==> src/rtl/mips_alu_pkg.sv <==
// Shared opcode, state and helper definitions for the sequential MIPS ALU.
// Optional divider is selected by the MIPS_ALU_SEQ_DIV_EN macro.
package mips_alu_pkg;

    typedef enum logic [3:0] {
        OP_AND   = 4'b0000,
        OP_OR    = 4'b0001,
        OP_ADD   = 4'b0010,
        OP_XOR   = 4'b0011,
        OP_MULTU = 4'b0100,
        OP_DIVU  = 4'b0101,
        OP_SUB   = 4'b0110,
        OP_SLT   = 4'b0111,
        OP_SLL   = 4'b1000,
        OP_SRL   = 4'b1001,
        OP_SRA   = 4'b1010,
        OP_SLTU  = 4'b1011,
        OP_NOR   = 4'b1100,
        OP_MFHI  = 4'b1101,
        OP_MFLO  = 4'b1110
    } alu_op_e;

`ifdef MIPS_ALU_SEQ_DIV_EN
    typedef enum logic [1:0] {IDLE, MUL, DIV} state_e;
`else
    typedef enum logic [1:0] {IDLE, MUL} state_e;
`endif

    function automatic logic is_multicycle(input alu_op_e op);
`ifdef MIPS_ALU_SEQ_DIV_EN
        return (op == OP_MULTU) || (op == OP_DIVU);
`else
        return op == OP_MULTU;
`endif
    endfunction

endpackage

==> src/rtl/mips_alu_muldiv.sv <==
// Iterative unsigned shift-add multiplier / restoring divider, one bit per cycle.
// Divider datapath exists only when MIPS_ALU_SEQ_DIV_EN is defined.
module mips_alu_muldiv
    import mips_alu_pkg::*;
#(
    parameter int WIDTH = 32,
    parameter int CNT_W = 5
) (
    input  logic             clk,
    input  logic             reset,
    input  logic             start,
`ifdef MIPS_ALU_SEQ_DIV_EN
    input  logic             div_mode,
`endif
    input  logic [WIDTH-1:0] a,
    input  logic [WIDTH-1:0] b,
    output logic             busy,
    output logic             done,
    output logic [WIDTH-1:0] hi,
    output logic [WIDTH-1:0] lo
);

    logic [WIDTH-1:0] hi_r;
    logic [WIDTH-1:0] lo_r;
    logic [WIDTH-1:0] m_r;
    logic [CNT_W-1:0] cnt;
    logic [WIDTH:0]   mul_sum;

    // hi/lo present the value after the current step; done marks the last step
    assign mul_sum = {1'b0, hi_r} + (lo_r[0] ? {1'b0, m_r} : '0);
    assign done    = busy && (cnt == CNT_W'(WIDTH - 1));

`ifdef MIPS_ALU_SEQ_DIV_EN
    logic             div_r;
    logic [WIDTH:0]   div_sh;
    logic             div_ge;
    logic [WIDTH-1:0] div_diff;

    assign div_sh   = {hi_r, lo_r[WIDTH-1]};
    assign div_ge   = div_sh >= {1'b0, m_r};
    assign div_diff = div_sh[WIDTH-1:0] - m_r;
    assign hi = div_r ? (div_ge ? div_diff : div_sh[WIDTH-1:0])
                      : mul_sum[WIDTH:1];
    assign lo = div_r ? {lo_r[WIDTH-2:0], div_ge}
                      : {mul_sum[0], lo_r[WIDTH-1:1]};
`else
    assign hi = mul_sum[WIDTH:1];
    assign lo = {mul_sum[0], lo_r[WIDTH-1:1]};
`endif

    // load operands on start, then advance one bit per cycle until done
    always_ff @(posedge clk) begin
        if (reset) begin
            busy <= 1'b0;
            cnt  <= '0;
            hi_r <= '0;
            lo_r <= '0;
            m_r  <= '0;
`ifdef MIPS_ALU_SEQ_DIV_EN
            div_r <= 1'b0;
`endif
        end else if (start) begin
            busy <= 1'b1;
            cnt  <= '0;
            hi_r <= '0;
`ifdef MIPS_ALU_SEQ_DIV_EN
            div_r <= div_mode;
            lo_r  <= div_mode ? a : b;
            m_r   <= div_mode ? b : a;
`else
            lo_r <= b;
            m_r  <= a;
`endif
        end else if (busy) begin
            hi_r <= hi;
            lo_r <= lo;
            cnt  <= cnt + CNT_W'(1);
            if (done) busy <= 1'b0;
        end
    end

endmodule

==> src/rtl/mips_alu_seq.sv <==
// Registered MIPS ALU with valid/ready handshake and HI/LO for MULTU/DIVU.
// Define MIPS_ALU_SEQ_DIV_EN to build the DIVU datapath.
module mips_alu_seq
    import mips_alu_pkg::*;
#(
    parameter int WIDTH   = 32,
    parameter int SHAMT_W = 5
) (
    input  logic             clk,
    input  logic             reset,
    input  logic             in_valid,
    output logic             in_ready,
    input  logic [WIDTH-1:0] A,
    input  logic [WIDTH-1:0] B,
    input  logic [3:0]       ALUControl,
    output logic             out_valid,
    input  logic             out_ready,
    output logic [WIDTH-1:0] ALUResult,
    output logic             Zero,
    output logic             Overflow,
    output logic             Illegal
);

    state_e           state;
    alu_op_e          op;
    logic [WIDTH-1:0] hi_q;
    logic [WIDTH-1:0] lo_q;
    logic             accept;
    logic             start;
    logic [WIDTH-1:0] res;
    logic             ovf;
    logic             ill;
    logic [WIDTH-1:0] sum;
    logic [WIDTH-1:0] diff;
    logic [SHAMT_W-1:0] shamt;
    logic             eng_busy;
    logic             eng_done;
    logic [WIDTH-1:0] eng_hi;
    logic [WIDTH-1:0] eng_lo;

    assign op       = alu_op_e'(ALUControl);
    assign in_ready = (state == IDLE) && !eng_busy && !reset
                      && (!out_valid || out_ready);
    assign accept   = in_valid && in_ready;
    assign start    = accept && is_multicycle(op);
    assign sum      = A + B;
    assign diff     = A - B;
    assign shamt    = B[SHAMT_W-1:0];

    mips_alu_muldiv #(
        .WIDTH (WIDTH),
        .CNT_W (SHAMT_W)
    ) u_muldiv (
        .clk      (clk),
        .reset    (reset),
        .start    (start),
`ifdef MIPS_ALU_SEQ_DIV_EN
        .div_mode (op == OP_DIVU),
`endif
        .a        (A),
        .b        (B),
        .busy     (eng_busy),
        .done     (eng_done),
        .hi       (eng_hi),
        .lo       (eng_lo)
    );

    // single-cycle result, overflow and illegal-opcode decode
    always_comb begin
        res = '0;
        ovf = 1'b0;
        ill = 1'b0;
        case (op)
            OP_AND:   res = A & B;
            OP_OR:    res = A | B;
            OP_XOR:   res = A ^ B;
            OP_NOR:   res = ~(A | B);
            OP_ADD: begin
                res = sum;
                ovf = (A[WIDTH-1] == B[WIDTH-1]) && (sum[WIDTH-1] != A[WIDTH-1]);
            end
            OP_SUB: begin
                res = diff;
                ovf = (A[WIDTH-1] != B[WIDTH-1]) && (diff[WIDTH-1] != A[WIDTH-1]);
            end
            OP_SLT:   res = {{(WIDTH-1){1'b0}}, $signed(A) < $signed(B)};
            OP_SLTU:  res = {{(WIDTH-1){1'b0}}, A < B};
            OP_SLL:   res = A << shamt;
            OP_SRL:   res = A >> shamt;
            OP_SRA:   res = $signed(A) >>> shamt;
            OP_MFHI:  res = hi_q;
            OP_MFLO:  res = lo_q;
            OP_MULTU: res = '0;
`ifdef MIPS_ALU_SEQ_DIV_EN
            OP_DIVU:  res = '0;
`endif
            default:  ill = 1'b1;
        endcase
    end

    // handshake FSM, output register and architectural HI/LO
    always_ff @(posedge clk) begin
        if (reset) begin
            state     <= IDLE;
            out_valid <= 1'b0;
            ALUResult <= '0;
            Zero      <= 1'b1;
            Overflow  <= 1'b0;
            Illegal   <= 1'b0;
            hi_q      <= '0;
            lo_q      <= '0;
        end else begin
            if (out_valid && out_ready) out_valid <= 1'b0;
            case (state)
                IDLE: begin
                    if (accept) begin
                        if (op == OP_MULTU) begin
                            state <= MUL;
`ifdef MIPS_ALU_SEQ_DIV_EN
                        end else if (op == OP_DIVU) begin
                            state <= DIV;
`endif
                        end else begin
                            out_valid <= 1'b1;
                            ALUResult <= res;
                            Zero      <= (res == '0);
                            Overflow  <= ovf;
                            Illegal   <= ill;
                        end
                    end
                end
                default: begin
                    if (eng_done) begin
                        state     <= IDLE;
                        hi_q      <= eng_hi;
                        lo_q      <= eng_lo;
                        out_valid <= 1'b1;
                        ALUResult <= eng_lo;
                        Zero      <= (eng_lo == '0);
                        Overflow  <= 1'b0;
                        Illegal   <= 1'b0;
                    end
                end
            endcase
        end
    end

endmodule

==> config.mk <==
export PLATFORM = sky130hd
export DESIGN_NAME = mips_alu_seq
export DESIGN_NICKNAME = d
export VERILOG_FILES = /design/src/rtl/mips_alu_pkg.sv /design/src/rtl/mips_alu_muldiv.sv /design/src/rtl/mips_alu_seq.sv
export SDC_FILE = /design/constraint.sdc
export NUM_CORES = 1
export LEC_CHECK = 0
export ABC_AREA = 0
export CORE_ASPECT_RATIO = 0.8
export CORE_MARGIN = 3
export CORE_UTILIZATION = 30
export CTS_BUF_LIST = sky130_fd_sc_hd__clkbuf_4
export DETAILED_ROUTE_END_ITERATION = 7
export GPL_TIMING_DRIVEN = 0
export PLACE_DENSITY = 0.44
export SETUP_SLACK_MARGIN = 0.3
export SLEW_MARGIN = 20
export SYNTH_ARGS = -nofsm -noshare
export SYNTH_HDL_FRONTEND = slang
export SYNTH_SLANG_ARGS = --single-unit
==> constraint.sdc <==
create_clock -name clk -period 14.2 [get_ports clk]
set_input_delay 1.42 -clock clk [delete_from_list [all_inputs] [get_ports clk]]
set_output_delay 1.42 -clock clk [all_outputs]
set_load 0.05 [all_outputs]
After elaboration in Yosys (flattened, before gate mapping) --
Index checks and enable logic that the tools add are counted.
Storage, ports and cells: bits in registers 204, output and inout bits 37, word-level logic and storage cells 105
Operators by class: $add $sub $neg 4, magnitude comparators 2, eq/ne operators 21, shift-type cells 3, muxes and demuxes 33, bitwise gates (word level) 5, reduce and logical (&&, ||, !) cells 24
Operator list (number):
- one-hot mux 32 bit (13 select lines) | 1
- two-way mux 32 bit | 7
- zero test 32 bit | 2
- less-than comparator 32 bit | 2
- adder 32 x 33 -> 33 bit | 1
- adder 32 bit | 1
- bitwise AND 32 bit | 1
- NOT 32 bit | 1
- bitwise OR 32 bit | 1
- << shifter 32 x 5 -> 32 bit | 1
- right shift 32 x 5 -> 32 bit | 1
- >>> shifter 32 x 5 -> 32 bit | 1
- subtractor 32 bit | 1
- XOR 32 bit | 1
- equality test 4 bit, second input constant | 7
- two-way mux 1 bit | 20
- OR reduction 13 bit | 1
- equality test 4 x 3 -> 1 bit, second input constant | 3
- logical AND 1 bit | 9
- equality test 4 x 2 -> 1 bit, second input constant | 2
- two-way mux 2 bit | 4
- AND reduction 3 bit | 2
- adder 5 x 1 -> 5 bit, second input constant | 1
- equality test 5 bit, second input constant | 1
- 14 further kinds | 20

Logic depth before layout (Yosys ltp) --
Gate-level depths: netlist of run 1.
word-level depth 7, mapped depth 19, mapped depth without buffers 16

By module --
Synthesis of run 1 repeated with hierarchy kept, for this count alone.
Second synthesis, totals: cell total of the unflattened synthesis 2855, area total of the unflattened synthesis 21281.7 um2
Modules (own cells, without submodules):
- mips_alu_seq | times used 1, cells each 2108, area an instance 15054.4 um2
- mips_alu_muldiv | times used 1, cells each 747, area an instance 6227.2 um2

Least setup slack after synthesis of run 1 --
No wires, ideal clock.
path kind input to register, start input B[2], end register Zero, setup time 0.084 ns, data arrival time 6.210 ns, data required time 14.116 ns, path slack 7.905 ns, stages 19, buffers on the path 5, path through buf_2 > clkinv_1 > buf_1 > buf_2 > buf_1 > ha_1 > buf_2 > nor2b_1 > o311ai_2 > a2111oi_2 > o31ai_2 > a211oi_1 > nor3_1 > nor3_1 > a22oi_1 > or4b_1 > or4_1 > or4_1 > o31ai_2
Between the ends: cells in the longest elaborated chain, start to end 7, elaborated cells on any way between the ends 16, classes of those cells 2 x add/sub; 2 x order compare; 3 x shift; 4 x mux; 4 x bitwise; 1 x reduce/logical
Ends and longest elaborated chain:
- start: declaration | line mips_alu_seq.sv:14 | input logic [WIDTH-1:0] B,
- parallel branches: the longest is 2 deep, another holds subtractor 32 bit
- one-hot mux 32 bit (13 select lines) * | line mips_alu_seq.sv:73 | case (op)
- zero test 32 bit * | line mips_alu_seq.sv:126 | Zero <= (res == '0);
- two-way mux 1 bit * | line mips_alu_seq.sv:117 | if (op == OP_MULTU) begin
- two-way mux 1 bit * | line mips_alu_seq.sv:116 | if (accept) begin
- two-way mux 1 bit * | line mips_alu_seq.sv:114 | case (state)
- end signal: assignment | line mips_alu_seq.sv:126
- end signal: assignment | line mips_alu_seq.sv:139 | Zero <= (eng_lo == '0);
- end: declaration | line mips_alu_seq.sv:19 | output logic Zero,
Mark *: on every way between the ends. The select of a mux whose other input is x is not followed. A chain may end at the register's enable or synchronous reset.

Final worst setup path of run 1 --
Same ends and word-level chain as after synthesis.

==> results of run 1 <==
## area by class of cell
| type | count | share of cell area [%] |
|---|---|---|
| repair buffers | 114 | 5.00 |
| clock inverters | 10 | 0.274 |
| plain buffers | 198 | 3.62 |
| well taps | 840 | 4.69 |
| multi-input cells | 2129 | 63.6 |
| clock buffers | 80 | 2.68 |
| flip-flops and latches | 203 | 18.1 |
| diodes | 7 | 0.0782 |
| inverters | 114 | 1.91 |
## worst max path at each step
stage	slack, ps	end	from	cells after the start
finish	5540	Zero	B[2]	20
CTS	5880	Zero	B[2]	20
global route	5470	Zero	B[2]	20
floorplan	7910	Zero	B[2]	19
detailed placement	5060	Zero	B[2]	20
global placement	4470	Zero	B[2]	20
## registers in the layout, indices dropped and copies added (netlist names)
register / cells
ALUResult: 32
Illegal: 1
Overflow: 1
Zero: 1
hi_q: 32
lo_q: 32
out_valid: 1
state: 1
u_muldiv.busy: 1
u_muldiv.cnt: 5
u_muldiv.hi_r: 32
u_muldiv.lo_r: 32
u_muldiv.m_r: 32
## per-layer routing
metal | vias to the layer above | part of all wire [%] | GRT usage, %
met5 | - | 0.0091 | 0
met4 | 2 | 4.5 | 14.3
met3 | 206 | 9.9 | 8.94
met2 | 1255 | 40 | 48.6
met1 | 11300 | 46 | 48.9
li1 | 10100 | - | -
## kinds of logic after synthesis
kind of cell,count (synthesis),synth area share (%)
buf+inv,312,6.36
simple gates,924,21.7
fa+ha+maj,137,8.90
flops,203,20.8
compound gates,861,29.6
mux,170,11.0
xor+xnor,37,1.66
## worst max-delay path: stages
cell	delay (ps)
sky130_fd_sc_hd__clkdlybuf4s50_1	530
sky130_fd_sc_hd__buf_2	270
sky130_fd_sc_hd__clkinv_1	230
sky130_fd_sc_hd__buf_1	670
sky130_fd_sc_hd__buf_2	440
sky130_fd_sc_hd__buf_1	720
sky130_fd_sc_hd__ha_1	380
sky130_fd_sc_hd__buf_2	170
sky130_fd_sc_hd__nor2b_1	190
sky130_fd_sc_hd__o311ai_2	180
sky130_fd_sc_hd__a211oi_1	630
sky130_fd_sc_hd__o21ai_0	240
sky130_fd_sc_hd__xnor2_1	190
sky130_fd_sc_hd__a211oi_1	1040
sky130_fd_sc_hd__nand3_1	160
sky130_fd_sc_hd__nor4_1	430
sky130_fd_sc_hd__nand4_1	200
sky130_fd_sc_hd__or4_1	540
sky130_fd_sc_hd__or4_1	520
sky130_fd_sc_hd__o31ai_2	200
## layout by cell type, fill, tap and decap left out, types with 80 or more instances in the layout
cell type	n
sky130_fd_sc_hd__o21ai_0	112
sky130_fd_sc_hd__nand2_1	390
sky130_fd_sc_hd__clkdlybuf4s50_1	107
sky130_fd_sc_hd__inv_1	109
sky130_fd_sc_hd__ha_1	134
sky130_fd_sc_hd__clkbuf_4	80
sky130_fd_sc_hd__a21oi_1	280
sky130_fd_sc_hd__mux2i_1	100
sky130_fd_sc_hd__nor2_1	224
sky130_fd_sc_hd__dfxtp_1	203
sky130_fd_sc_hd__clkbuf_1	154
## report_power, final
part	internal [W]	total [W]	switching, W	leakage [nW]
Sequential	0.000577	0.000583	0.00000534	1.64
Combinational	0.000189	0.000629	0.000440	6.40
Clock	0.000257	0.000527	0.000270	0.397
## per-stage QoR
step / utilization, % / power (W) / area (um^2) / std cells
after floorplan: - / 0.000931 / 19500 / 2644
after global placement: 34.1 / 0.00120 / 21600 / 3591
after detailed placement: 34.2 / 0.00120 / 21700 / 3598
after CTS: 35.3 / 0.00174 / 22400 / 3688
after global routing: 35.3 / 0.00181 / 22400 / 3690
final: 35.3 / 0.00174 / 22400 / 3695
==> results.md, run 1 <==
| Group | Quantity | Reported |
|---|---|---|
| cts | Number of sinks handled by clock tree synthesis | 203 |
| route | DRT Pass-1 Iters | 6 |
| sta | Tightest slew margin relative to the limit | 15.9% |
| sta | Worst slew pin tran | 1250 ps |
| cts | TritonCTS clock tree | done |
| setup path | Setup slack of the worst register-to-register path | 9140 ps |
| min path | Hold Path Stages | 2 |
| synth | Post-synth EDFFs | 0 |
| global route | Maximum number of pins on one net before global-route repair | 19 |
| synth | Count of state elements after synthesis | 203 |
| synth | Fraction of synthesis flops using an asynchronous set or reset pin | 0% |
| min path | Type of the most critical hold path | register to register |
| synth | Post-Syn Instances | 2644 |
| setup path | RR Endpoint | hi_q[31] |
| cts | CTS clock-pin slew for the worst setup and hold paths | 60 ps |
| floorplan | Die Span X | 291 um |
| setup path | Worst R2R Path Depth | 15 |
| final layout | Area of the multi-input gates | 14300 um^2 |
| pwr | Worst ir drop on vdd | 0.0445 mV |
| sta | Setup ws final | 5540 ps |
| synth | Mean Syn Cell Area | 7.38 um^2 |
| sta | Final hold viol count | 0 |
| floorplan | DIE HEIGHT | 234 um |
| setup path | Startpoint of the worst register-to-register path | u_muldiv.lo_r[0] |
| final layout | Fill count | 6922 |
| setup path | CP startpoint kind | primary input |
| min path | Worst Hold Launch | u_muldiv.m_r[12] |
| floorplan | Total I/O pin count | 109 |
| sta | Clk_skew | 101 ps |
| route | Total wirelength of the detailed-routed design | 121 mm |
| route | Vias | 22900 |
| synth | Count of distinct cell types in the synthesized netlist | 93 |
| setup path | Crit path capture type | register |
| sta | Setup violators final | 0 |
| global route | Number of antenna violations at the first check in global routing | 5 |
| floorplan | Initial core utilization | 30.7% |
| synth | Most used standard cell by instance count after synthesis | sky130_fd_sc_hd__nand2_1 |
| cts | Cell chosen for the clock root | sky130_fd_sc_hd__clkbuf_4 |
| cts | Number of hold buffers added after CTS | 0 |
| sta | Setup repair after global routing missed its margin | false |
| sta | Final Max Tran Viols | 0 |
| pwr | Leakage power | 8.44 nW |
| synth | Post-Syn Nets | 2853 |
| cts | Clock buffer count from CTS | 56 |
| cts | Number of gates given a new drive strength after cts | 0 |
| synth | Cells taking the most area after synthesis | sky130_fd_sc_hd__dfxtp_1, sky130_fd_sc_hd__ha_1, sky130_fd_sc_hd__nand2_1 |
| global route | First-pass GRT wire length | 168 mm |
| setup path | Worst Setup Path Type | primary input to register |
| route | Average vias per placed instance | 6.18 |
| floorplan | Row Count | 82 |
| global route | Total global routing overflow | 0 |
| sta | Share of the clock period used by the worst path | 61.0% |
| route | Detailed-route wire length per cell | 32.8 um |
| place | DP Worst Slack | 5060 ps |
| pwr | Power per Cell Area | 77.6 nW/um^2 |
| synth | Post-synthesis cell type with the largest combined area | sky130_fd_sc_hd__dfxtp_1 |
| min path | Hold endpoint | u_muldiv.m_r[12] |
| flow run | Number of max-capacitance violations reported | 0 |
| global route | Total track usage | 34.3% |
| setup path | Worst-path maximum fanout | 11 |
| final layout | Number of nets in the finished design | 3025 |
| route | Post-DRT Antenna Nets | 0 |
| final layout | Share of final-layout standard cells stronger than drive strength 1 | 8.01% |
| cts | Insertion delay to the later sink of the worst-skew pair | 820 ps |
| final layout | Register Area | 4060 um^2 |
| sta | Top achievable clock speed | 0.116 GHz |
| place | Port Buffers | 107 |
| global route | Number of global-route vias before repair | 21500 |
| cts | H-tree lvl count | 2 |
| route | DRC Markers | 0 |
| synth | Sequential fraction of the synthesis area | 20.8% |
| synth | Fraction of post-synthesis cell area in the top cell type by area | 20.8% |
| sta | WHS | 451 ps |
| cts | Post-CTS repair timing setup buffer count | 0 |
| synth | Syn Std Cell Area | 19500 um^2 |
| synth | List of most frequent post-synthesis cells | sky130_fd_sc_hd__nand2_1, sky130_fd_sc_hd__a21oi_1, sky130_fd_sc_hd__nor2_1 |
| place | Half-perimeter wire length of the detailed placement result | 99.5 mm |
| status | Outcome | finished, final reports clean |
| synth | Main synth FF type | sky130_fd_sc_hd__dfxtp_1 |
| setup path | Arrival time of data at the critical path endpoint | 9360 ps |
| synth | Yosys Warn Count | 0 |
| floorplan | Floorplan core area | 63500 um^2 |
| floorplan | Die area | 68100 um^2 |
| sta | Shortest clock period the worst path allows after layout | 8660 ps |
| cts | Maximum buffer depth of the clock tree | 3 |
| setup path | Required time at the worst-slack endpoint | 14900 ps |
| sta | Total negative setup slack | 0 ps |
| final layout | Syn-to-layout area delta | 14.9% |
| route | Starting DRC count in detailed routing | 2798 |
| place | Routability Congestion | 1.02 |
No activity file was read; power rests on OpenSTA's default activity.
==> inputs of run 2 (changes only) <==
--- a/config.mk
+++ b/config.mk
@@ -12,7 +12,7 @@
 export CTS_BUF_LIST = sky130_fd_sc_hd__clkbuf_4
 export DETAILED_ROUTE_END_ITERATION = 7
 export GPL_TIMING_DRIVEN = 0
-export PLACE_DENSITY = 0.44
+export PLACE_DENSITY = 0.45
 export SETUP_SLACK_MARGIN = 0.3
 export SLEW_MARGIN = 20
 export SYNTH_ARGS = -nofsm -noshare
==> constraint.sdc (replaced) <==
create_clock -name clk -period 7.02 [get_ports clk]
set_input_delay 0.702 -clock clk [delete_from_list [all_inputs] [get_ports clk]]
set_output_delay 0.702 -clock clk [all_outputs]
set_load 0.05 [all_outputs]
==> run 2 against run 1 <==
  * First-iteration DRC count grew 11%
  * Sequential power is 100% higher
  * Total power is 110% higher
  * Largest cell class unchanged
  * Largest power group unchanged
  * Highest routed layer unchanged
==> results.md, run 2 (synthesis gave the netlist of run 1 again) <==
| Group | Quantity | Reported | Delta |
|---|---|---|---|
| status | Outcome | finished, final reports clean |  |
| setup path | Cell mode on critical path | sky130_fd_sc_hd__buf_2 |  |
| cts | CTS clock-pin slew for the worst setup and hold paths | 70 ps | about the same |
| route | DRC Markers | 0 | unchanged |
| setup path | Required time at the worst-slack endpoint | 7770 ps | -7130 ps |
| sta | Final Max Tran Viols | 0 | unchanged |
| floorplan | Total I/O pin count | 109 | unchanged |
| setup path | CP startpoint kind | primary input |  |
| cts | Number of gates given a new drive strength after cts | 6 | +6 |
| cts | Number of sinks handled by clock tree synthesis | 203 | unchanged |
| global route | Number of global-route vias before repair | 21700 | +1.0% |
| setup path | Slowest stage cell on the critical path | sky130_fd_sc_hd__a2111oi_4 |  |
| sta | Setup ws final | 241 ps | -5300 ps |
| sta | Final hold viol count | 0 | unchanged |
| floorplan | Floorplan core area | 63500 um^2 | unchanged |
| cts | TritonCTS clock tree | done |  |
| place | Total instance count after detailed placement | 3597 | -0.028% |
| route | DRT Pass-1 Iters | 6 | unchanged |
| route | Starting DRC count in detailed routing | 3100 | +11% |
| cts | Maximum buffer depth of the clock tree | 3 | unchanged |
| floorplan | Row Count | 82 | unchanged |
| final layout | Most common library cell in the layout ignoring fill and taps | sky130_fd_sc_hd__nand2_1 |  |
| final layout | Share of final-layout standard cells stronger than drive strength 1 | 8.63% | +0.62 points |
| place | DP Worst Slack | -1250 ps | -6310 ps |
| global route | Number of antenna violations at the first check in global routing | 7 | +2 |
| sta | Tightest slew margin relative to the limit | 8.41% | -7.5 points |
| route | Vias | 23300 | +1.9% |
| pwr | Leakage power | 8.52 nW | +0.95% |
| global route | First-pass GRT wire length | 171 mm | +1.6% |
| cts | Insertion delay to the later sink of the worst-skew pair | 830 ps | about the same |
| pwr | Power per Cell Area | 161 nW/um^2 | +110% |
| sta | Share of the clock period used by the worst path | 96.6% |  |
| final layout | Fill count | 6932 | +0.14% |
| route | Total wirelength of the detailed-routed design | 124 mm | +2.2% |
| cts | Number of hold buffers added after CTS | 0 | unchanged |
| place | Routability Congestion | 1.03 | +0.45% |
| route | Detailed-route wire length per cell | 33.4 um | +1.9% |
| setup path | Crit path capture type | register |  |
| pwr | Worst ir drop on vdd | 0.113 mV | +150% |
| sta | Setup repair after global routing missed its margin | false |  |
| setup path | Arrival time of data at the critical path endpoint | 7530 ps | -1830 ps |
| floorplan | DIE HEIGHT | 234 um | unchanged |
| sta | Clk_skew | 75.8 ps | -25.7 ps |
| setup path | Crit-path max cell delay | 650 ps | -390 ps |
| setup path | Worst Setup Path Type | primary input to register |  |
| place | Half-perimeter wire length of the detailed placement result | 101 mm | +1.2% |
| flow run | Number of max-capacitance violations reported | 0 | unchanged |
| sta | Setup violators final | 0 | unchanged |
| final layout | Syn-to-layout area delta | 15.6% |  |
| floorplan | Initial core utilization | 30.7% | unchanged |
| pwr | Final Power | 0.00363 W | +110% |
| setup path | Cell family contributing the most delay on the critical path | buffers and inverters |  |
| final layout | Most frequent cells in the layout | sky130_fd_sc_hd__nand2_1, sky130_fd_sc_hd__a21oi_1, sky130_fd_sc_hd__nor2_1 |  |
| setup path | List of cells traversed by the critical path | clkdlybuf4s50_1, buf_2, clkinv_1, buf_2, buf_2, buf_2, ha_1, buf_2, nor2b_1, o311ai_2, a2111oi_4, o31ai_4, a211oi_1, nor3_1, nor3_1, a22oi_1, or4b_1, or4_1, or4_1, o31ai_2 |  |
| route | Post-DRT Antenna Nets | 0 | unchanged |
| route | Average vias per placed instance | 6.29 | +1.6% |
| floorplan | Die area | 68100 um^2 | unchanged |
| floorplan | Die Span X | 291 um | unchanged |
| cts | H-tree lvl count | 2 | unchanged |
| setup path | Worst-path maximum fanout | 11 | unchanged |
| sta | Top achievable clock speed | 0.148 GHz |  |
| final layout | Number of nets in the finished design | 3026 | +0.033% |
| setup path | Buffers and inverters on the worst path | 7 | unchanged |
| place | Port Buffers | 107 | unchanged |
| global route | Total global routing overflow | 0 | unchanged |
| sta | Shortest clock period the worst path allows after layout | 6780 ps |  |
| global route | Total track usage | 35.0% | +0.65 points |
| final layout | Final cell count without fillers | 3705 | +0.27% |
| sta | Worst slew pin tran | 1370 ps | +120 ps |
| cts | Clock buffer count from CTS | 58 | +3.6% |
| min path | Type of the most critical hold path | register to register |  |
| cts | Post-CTS repair timing setup buffer count | 0 | unchanged |
| cts | Cell chosen for the clock root | sky130_fd_sc_hd__clkbuf_4 |  |
| global route | Maximum number of pins on one net before global-route repair | 20 | +1 |
-- run 2: cell count changes in the layout (fill, tap and decap cells not counted), sizes merged --
| cell | change |
|---|---|
| inv | +1 |
| clkinv | +6 |
| buf | -4 |
| diode | -5 |
| clkbuf | +11 |
| clkdlybuf4s15 | +1 |
-- run 2: cell type report --
type / instances / area (um^2) / share of cell area (%)
diodes: 2 / 5.00 / 0.0222
flip-flops and latches: 203 / 4060 / 18.0
plain buffers: 198 / 831 / 3.68
clock inverters: 17 / 92.6 / 0.411
clock buffers: 89 / 668 / 2.96
inverters: 114 / 428 / 1.90
well taps: 840 / 1050 / 4.66
multi-input cells: 2129 / 14300 / 63.4
repair buffers: 113 / 1120 / 4.95
-- run 2: per-stage QoR --
stage | instance area (um^2) | utilization [%] | TNS, ps | hold WS, ps
global route | 22500 | 35.5 | 0 | 472
CTS | 22500 | 35.4 | 0 | 403
global placement | 21600 | 34.1 | -7070 | 444
floorplan | 19500 | - | 0 | 432
detailed placement | 21700 | 34.2 | -2890 | 446
finish | 22500 | 35.5 | 0 | 453
-- run 2: where the power goes --
group	internal [W]	total, W	switching, W
logic	0.000384	0.00129	0.000903
registers	0.00117	0.00118	0.0000106
clock network	0.000584	0.00116	0.000578
total	0.00214	0.00363	0.00149
-- run 2: path summary, 6_finish.rpt --
check	from	endpoint	slack (ps)	cells past startpoint
setup / recovery	B[2]	Zero	240	20
hold / removal	u_muldiv.m_r[6]	u_muldiv.m_r[6]	450	2
setup reg to reg	u_muldiv.lo_r[0]	hi_q[31]	1920	15
hold reg to reg	u_muldiv.m_r[6]	u_muldiv.m_r[6]	450	2
-- run 2: tightest hold or removal path: stages, from the launching register on --
cell and delay [ps]:
sky130_fd_sc_hd__dfxtp_1 310, sky130_fd_sc_hd__nand2_1 50, sky130_fd_sc_hd__a21oi_1 50
-- run 2: per-layer routing --
layer | part of all wire (%) | GRT usage (%) | vias up
met5 | 0.0073 | 0 | -
li1 | - | - | 10100
met1 | 46 | 49.8 | 11500
met3 | 10 | 9.39 | 272
met2 | 39 | 48.9 | 1428
met4 | 5.0 | 15.6 | 2
